--- src/rtl/inst_mem_loader.sv ---
`default_nettype none
// ============================================================================
//  Module      : inst_mem_loader
//  Description : Writer side of the CPU instruction memory. Assembles 32-bit
//                instructions from pairs of 16-bit halfwords (high half first)
//                received on a valid/ready stream, writes them to sequential
//                inst_mem addresses and holds the CPU while a load is running.
//                A load ends after DEPTH words or after the Halt word is
//                written, whichever comes first.
//  Revision    : 1.0 - initial release
// ============================================================================
module inst_mem_loader #(
   parameter int         ADDR_W  = 4,
   parameter int         DEPTH   = 16,
   parameter logic [4:0] HALT_OP = 5'b11100
) (
   input  logic              clk,
   input  logic              sys_rest,
   input  logic              start,
   input  logic              din_valid,
   input  logic [15:0]       din,
   output logic              din_ready,
   output logic              wr_en,
   output logic [ADDR_W-1:0] wr_addr,
   output logic [31:0]       wr_data,
   output logic              cpu_hold,
   output logic              done,
   output logic [ADDR_W:0]   word_count
);

   typedef enum logic [2:0] {
      S_IDLE    = 3'd0,
      S_LOAD_HI = 3'd1,
      S_LOAD_LO = 3'd2,
      S_WRITE   = 3'd3,
      S_DONE    = 3'd4
   } state_t;

   localparam logic [ADDR_W-1:0] LAST_ADDR = ADDR_W'(DEPTH - 1);
   localparam logic [ADDR_W-1:0] ADDR_ONE  = ADDR_W'(1);
   localparam logic [ADDR_W:0]   CNT_ONE   = (ADDR_W + 1)'(1);

   state_t              state_q, state_d;
   logic [ADDR_W-1:0]   wr_addr_q, wr_addr_d;
   logic [31:0]         wr_data_q, wr_data_d;
   logic [ADDR_W:0]     word_count_q, word_count_d;
   logic                cpu_hold_q, cpu_hold_d;
   logic                done_q, done_d;
   logic                is_halt;

   // The word being written terminates the load when it carries the Halt opcode.
   assign is_halt = (wr_data_q[31:27] == HALT_OP);

   // Next-state and next-output computation for the load sequencer.
   always_comb begin
      state_d      = state_q;
      wr_addr_d    = wr_addr_q;
      wr_data_d    = wr_data_q;
      word_count_d = word_count_q;
      cpu_hold_d   = cpu_hold_q;
      done_d       = done_q;
      case (state_q)
         S_IDLE, S_DONE: begin
            // A reload from DONE behaves exactly like a first load from IDLE.
            if (start) begin
               state_d      = S_LOAD_HI;
               wr_addr_d    = '0;
               word_count_d = '0;
               done_d       = 1'b0;
               cpu_hold_d   = 1'b1;
            end
         end
         S_LOAD_HI: begin
            if (din_valid) begin
               wr_data_d[31:16] = din;
               state_d          = S_LOAD_LO;
            end
         end
         S_LOAD_LO: begin
            if (din_valid) begin
               wr_data_d[15:0] = din;
               state_d         = S_WRITE;
            end
         end
         S_WRITE: begin
            word_count_d = word_count_q + CNT_ONE;
            // Address never wraps: the last slot ends the load like a Halt does.
            if (is_halt || (wr_addr_q == LAST_ADDR)) begin
               state_d    = S_DONE;
               done_d     = 1'b1;
               cpu_hold_d = 1'b0;
            end else begin
               wr_addr_d = wr_addr_q + ADDR_ONE;
               state_d   = S_LOAD_HI;
            end
         end
         default: state_d = S_IDLE;
      endcase
   end

   // State and output registers; async reset leaves inst_mem contents untouched.
   always_ff @(posedge clk or posedge sys_rest) begin
      if (sys_rest) begin
         state_q      <= S_IDLE;
         wr_addr_q    <= '0;
         wr_data_q    <= '0;
         word_count_q <= '0;
         cpu_hold_q   <= 1'b0;
         done_q       <= 1'b0;
      end else begin
         state_q      <= state_d;
         wr_addr_q    <= wr_addr_d;
         wr_data_q    <= wr_data_d;
         word_count_q <= word_count_d;
         cpu_hold_q   <= cpu_hold_d;
         done_q       <= done_d;
      end
   end

   // Handshake and write strobe are pure decodes of the registered state.
   assign din_ready  = (state_q == S_LOAD_HI) || (state_q == S_LOAD_LO);
   assign wr_en      = (state_q == S_WRITE);
   assign wr_addr    = wr_addr_q;
   assign wr_data    = wr_data_q;
   assign cpu_hold   = cpu_hold_q;
   assign done       = done_q;
   assign word_count = word_count_q;

endmodule
`default_nettype wire

--- config.mk ---
export PLATFORM = sky130hd
export DESIGN_NAME = inst_mem_loader
export DESIGN_NICKNAME = d
export VERILOG_FILES = /design/src/rtl/inst_mem_loader.sv
export SDC_FILE = /design/constraint.sdc
export NUM_CORES = 1
export LEC_CHECK = 0
export CORE_MARGIN = 5
export CORE_UTILIZATION = 35
export CTS_CLUSTER_SIZE = 28
export DETAILED_ROUTE_END_ITERATION = 10
export DONT_BUFFER_PORTS = 1
export PLACE_DENSITY = 0.49
export SYNTH_ARGS = -nofsm -noshare
export SYNTH_HDL_FRONTEND = slang
export SYNTH_SLANG_ARGS = --single-unit
--- constraint.sdc ---
create_clock -name clk -period 2.98 [get_ports clk]
set_clock_uncertainty 0.15 [all_clocks]
set_input_delay 0.596 -clock clk [delete_from_list [all_inputs] [get_ports clk]]
set_output_delay 0.596 -clock clk [all_outputs]
set_load 0.01 [all_outputs]
---- After elaboration in Yosys (flattened, before gate mapping) ----
Cells that the tools add are included.
storage, ports and cells
  register bits ........................... 46
  memories ................................ 0
  input port bits ......................... 20
  output and inout bits ................... 45
  RAM bits ................................ 0
  bits in read-only memories .............. 0
  bits in latches ......................... 0
  logic and storage cells ................. 47
operators by class
  add/sub/neg operators ................... 2
  bitwise gates (word level) .............. 0
  reduce and logical (&&, ||, !) cells .... 11
  equal/unequal tests ..................... 11
  muxes and demuxes ....................... 16
  magnitude comparators ................... 0
  shift operators ......................... 0
  multiply operators ...................... 0
  divide/modulo/power cells ............... 0
operators by type and width
  kind                                                                    number
  3-bit two-way mux                                                       4
  3-bit case mux with 4 select lines                                      1
  5-bit case mux with 2 select lines                                      1
  3-bit AND reduction                                                     3
  4-bit two-way mux                                                       2
  2-bit != test (second input constant)                                   4
  4-bit case mux with 2 select lines                                      1
  3-bit by 2-bit equality test with 1-bit output (second input constant)  2
  2-bit AND reduction                                                     3
  5-bit by 1-bit adder with 5-bit output (second input constant)          1
  5-bit equality test (second input constant)                             1
  5-bit two-way mux                                                       1
  4-bit by 1-bit adder with 4-bit output (second input constant)          1
  4-bit equality test (second input constant)                             1
  1-bit two-way mux                                                       4
  1-bit case mux with 2 select lines                                      2
  3-bit by 1-bit equality test with 1-bit output (second input constant)  1
  3-bit equality test (second input constant)                             1
  3-bit zero test                                                         1
  1-bit logical OR                                                        2
  2-bit by 1-bit != test with 1-bit output (second input constant)        1
  2-bit nonzero test                                                      1
  2-bit OR reduction                                                      1

---- Longest topological paths before layout ----
  depth after elaboration ................. 4
  mapped depth ............................ 6
  gate-level depth less buffers ........... 5

---- Worst setup path before layout ----
OpenSTA, ideal clock, no wires.
  kind .................................... input-to-reg
  from .................................... input port din_valid
  to ...................................... register wr_data_q[16], in the netlist wr_data[16]
  path slack .............................. 1.181 ns
  required time ........................... 2.705 ns
  arrival time ............................ 1.524 ns
  path buffers ............................ 2
  setup time .............................. 0.125 ns
  cell stages on the path ................. 4
  cells stage by stage .................... nor4bb_1 > buf_2 > buf_4 > mux2_2
on the way
  word-level cells in the longest chain between the ends .. 1
RTL lines
  item                           RTL line  source
  start, declared                20        input logic din_valid,
  2-bit AND reduction (no line)  n/a
  end signal, assigned           113       wr_data_q <= wr_data_d;
  end, declared                  45        logic [31:0] wr_data_q, wr_data_d;
Every way passes these cells.
A chain may end at the register's enable or synchronous reset.

---- Final worst setup path ----
  from .................................... register state_q[1]
  to ...................................... output port din_ready
on the way
  word-level cells in the longest chain between the ends .. 2
  elaborated cells on any way between the ends .. 3
  those cells by class .................... eq/ne (2); reduce/logical (1)
RTL lines
  item                                                                                                                     RTL line  source
  start, declared                                                                                                          43        state_t state_q, state_d;
  start signal, assigned                                                                                                   111       state_q <= state_d;
  3-bit by 1-bit equality test with 1-bit output / 3-bit by 2-bit equality test with 1-bit output (equally long branches)  121       assign din_ready = (state_q == S_LOAD_HI) || (state_q == S_LOAD_LO);
  1-bit logical OR *                                                                                                       121
  end, declared                                                                                                            22        output logic din_ready,
Mark *: on every way between the ends. The rest lies on a longest branch, timed or not.

==> flow_summary_export.csv <==
group,metric,value,unit
run_status,status,"finished, final reports clean",
cells_and_area,multi_input_area,769,µm²
cts,cts_tree,"yes",
yosys,synthCells,141,
floorplanning,core,0.00551,mm²
yosys,synth_edf_count,0,
hold_path,min_to,"state_q[2]$_DFFE_PP0P_",
route,drc,0,
setup_path,reg2reg_from,"state_q[1]$_DFFE_PP0P_",
route,dr.first_iter.drc_count,35,
setup_path,required,2.23,ns
hold_path,holdPathStages,1,
setup_path,max_stage_delay,0.51,ns
timing,tightest_slew,0.942,ns
cells_and_area,seq_area,0.00115,mm²
route,viasPerCell,5.11,
timing,setup_slack,0.853,ns
run,cap_viol_max_count,0,
yosys,synth_area_leaders,"dfrtp_1, mux2_2, mux2_4",
yosys,syn_area,0.00197,mm²
global_route,grt_usage,11.7,%
timing,fin_crit_sh,71.4,%
setup_path,cp_max_fo,10,
global_route,grt_pass1_vias,1231,
cells_and_area,utilization,39.0,%
global_route,antenna_found_initial,0,
cts,cts_sinks,46,
setup_path,endpoint_kind,"output pin",
cts,post_cts_resized,0,
route,drtAntennaViolNets,0,
cells_and_area,antenna_cells,0,
route,first_pass_iters,2,
timing,setup_viol,0,
setup_path,crit_path_top_delay_cell,"dfrtp_1",
yosys,ys_seq_elements,46,
placement,hpwlAfterDp,3.05,mm
timing,tns,0,ns
power,powerDensity,1100,mW/mm²
cts,ctsHoldBuffers,0,
cts,postCtsSetupRepairBufs,0,
cells_and_area,syn_to_final_growth,8.88,%
power,finalPower,2360,µW
route,vias,1113,
global_route,grt_pass1_wl,6.56,mm
cts,htree_levels,2,
cells_and_area,final_layout_size_suffix_gt1_share,31.5,%
power,vdd_drop_max,0.399,mV
yosys,yosysMostFrequentCell,"dfrtp_1",
placement,place_worst_setup_slack,1.05,ns
floorplanning,die_h,85.1,µm
yosys,netlist.area_leader.share,58.4,%
placement,io_buffers,0,
cts,clk_pin_slew,0.08,ns
floorplanning,rows,27,
hold_path,min_path_type,"in2reg",
hold_path,min_from,"start",
floorplanning,initial_utilization,35.8,%
global_route,grt-ovfl-total,0,
timing,rsz0062_at_grt,"false",
setup_path,timing.critical_path.from,"state_q[1]$_DFFE_PP0P_",
yosys,ys_top_cells_by_count,"dfrtp_1, mux2_2, mux2_4",
yosys,ys_seq_area_share,58.4,%
setup_path,path_cells,"or2b_1, a21oi_1",
cells_and_area,final_nets,167,
timing,layout_min_cycle_time,2.13,ns
floorplanning,die-area,0.00724,mm²
yosys,syn_nets,163,
setup_path,r2r-end,"wr_data[3]$_DFFE_PP0P_",
timing,slew_violations,0,
cts,root_buffer,"clkbuf_8",
setup_path,criticalPathCategory,"reg2out",
yosys,synth_ff_type,"dfrtp_1",
yosys,yosys_warnings,0,
cts,clockBufferDepth,2,
placement,dpl_cell_area,0.00204,mm²
power,p_leak,0.000931,µW
global_route,grt_max_degree,47,
timing,final_hold_viol_count,0,
setup_path,critPathArrivalTime,1.38,ns
yosys,async_reset_ff_share,100,%
timing,max_clock_freq,470,MHz
timing,relSlewSlack,37.1,%
cells_and_area,fill_cells,524,
setup_path,rr_worst_depth,4,
yosys,avgSynthCellArea,14.0,µm²
cts,clock_latency,0.29,ns
floorplanning,boundaryPins,65,
setup_path,reg2reg_slack,1.05,ns
placement,gp_congestion,0.693,
setup_path,crit_path_start_kind,"flop",
route,wirelength,4.09,mm
floorplanning,die_w,85.1,µm
yosys,synthDistinctLibCells,32,
route,wire_per_inst,18.7,µm
yosys,yosysTopAreaCell,"dfrtp_1",
cells_and_area,stdcell_area,0.00215,mm²
cts,numCtsBuffers,5,
==> cell usage in the layout, fill, tap and decap left out <==
cell type	n
inv_1	2
and4_1	1
clkbuf_1	2
buf_4	2
o311ai_0	1
bufinv_16	1
nor2_1	4
or2b_1	1
a22o_1	2
inv_2	2
a21o_1	1
a21oi_1	4
o41ai_1	1
a32o_1	1
nand4b_1	1
mux2_4	10
o21a_1	1
mux2_2	22
nand3b_1	3
nor3b_4	1
a31oi_1	1
nand2b_4	1
or2_2	1
nor4bb_4	1
dfrtp_1	46
nand3_1	6
o21ai_0	7
mux2i_1	2
ha_1	2
nand2_1	8
clkbuf_8	5
nand4_1	3
==> logic make-up (layout without fill, tap and decap cells) <==
kind of cell,after synthesis,after routing,share of synthesized area [%]
simple gates,31,31,9.65
fa+ha+maj,2,2,1.27
flops,46,46,58.4
mux,34,34,21.2
buf+inv,9,14,3.36
compound gates,19,19,6.16
==> power by group <==
part           switching [µW]  total [µW]  internal (µW)  leakage, µW
Combinational             246         610            365     0.000316
Sequential                397        1300            900     0.000562
Clock                     199         450            251    0.0000524
==> routing by layer <==
| layer | global-route usage (%) | up-vias | wire, µm | part of all wire [%] |
|---|---|---|---|---|
| li1 | - | 515 | - | - |
| met1 | 11.9 | 548 | 1510 | 37 |
| met2 | 20.5 | 42 | 2110 | 52 |
| met3 | 5.92 | 8 | 390 | 9.5 |
| met4 | 4.17 | 0 | 76 | 1.9 |
| met5 | 0 | - | 0 | 0 |
==> sequential cells by signal (all words and copies together), names as in the netlist <==
name	cells
done	1
state_q	3
cpu_hold	1
word_count	5
wr_data	32
wr_addr	4
==> metrics by stage <==
stage / hold slack, ns / std cells
2_1_floorplan: 0.364 / 141
3_3_place_gp: 0.394 / 210
3_5_place_dp: 0.397 / 210
4_1_cts: 0.219 / 218
5_1_grt: 0.219 / 218
6_report: 0.228 / 218
==> worst max-delay path by stage <==
stage,end,depth (start not counted)
2_1_floorplan,cpu_hold$_DFFE_PP0P_,1
6_report,din_ready,2
4_1_cts,din_ready,2
5_1_grt,din_ready,2
3_5_place_dp,wr_data[3]$_DFFE_PP0P_,4
3_3_place_gp,wr_data[0]$_DFFE_PP0P_,4
==> area by class of cell <==
cell class | instances | share of cell area [%]
inverter | 4 | 0.699
clock inverter | 1 | 1.40
tap | 72 | 4.20
clock buffer | 7 | 3.55
sequential | 46 | 53.6
timing repair buffer | 2 | 0.699
multi-input combinational | 86 | 35.8
==> worst max-delay path, delay by kind of cell (launching register included) <==
kind	cells	cell delay, ns
AO/OA/AOI/OAI	1	0.31
AND/OR/NAND/NOR	1	0.27
flip-flops	1	0.51
Power figures use the tool's default switching activity.
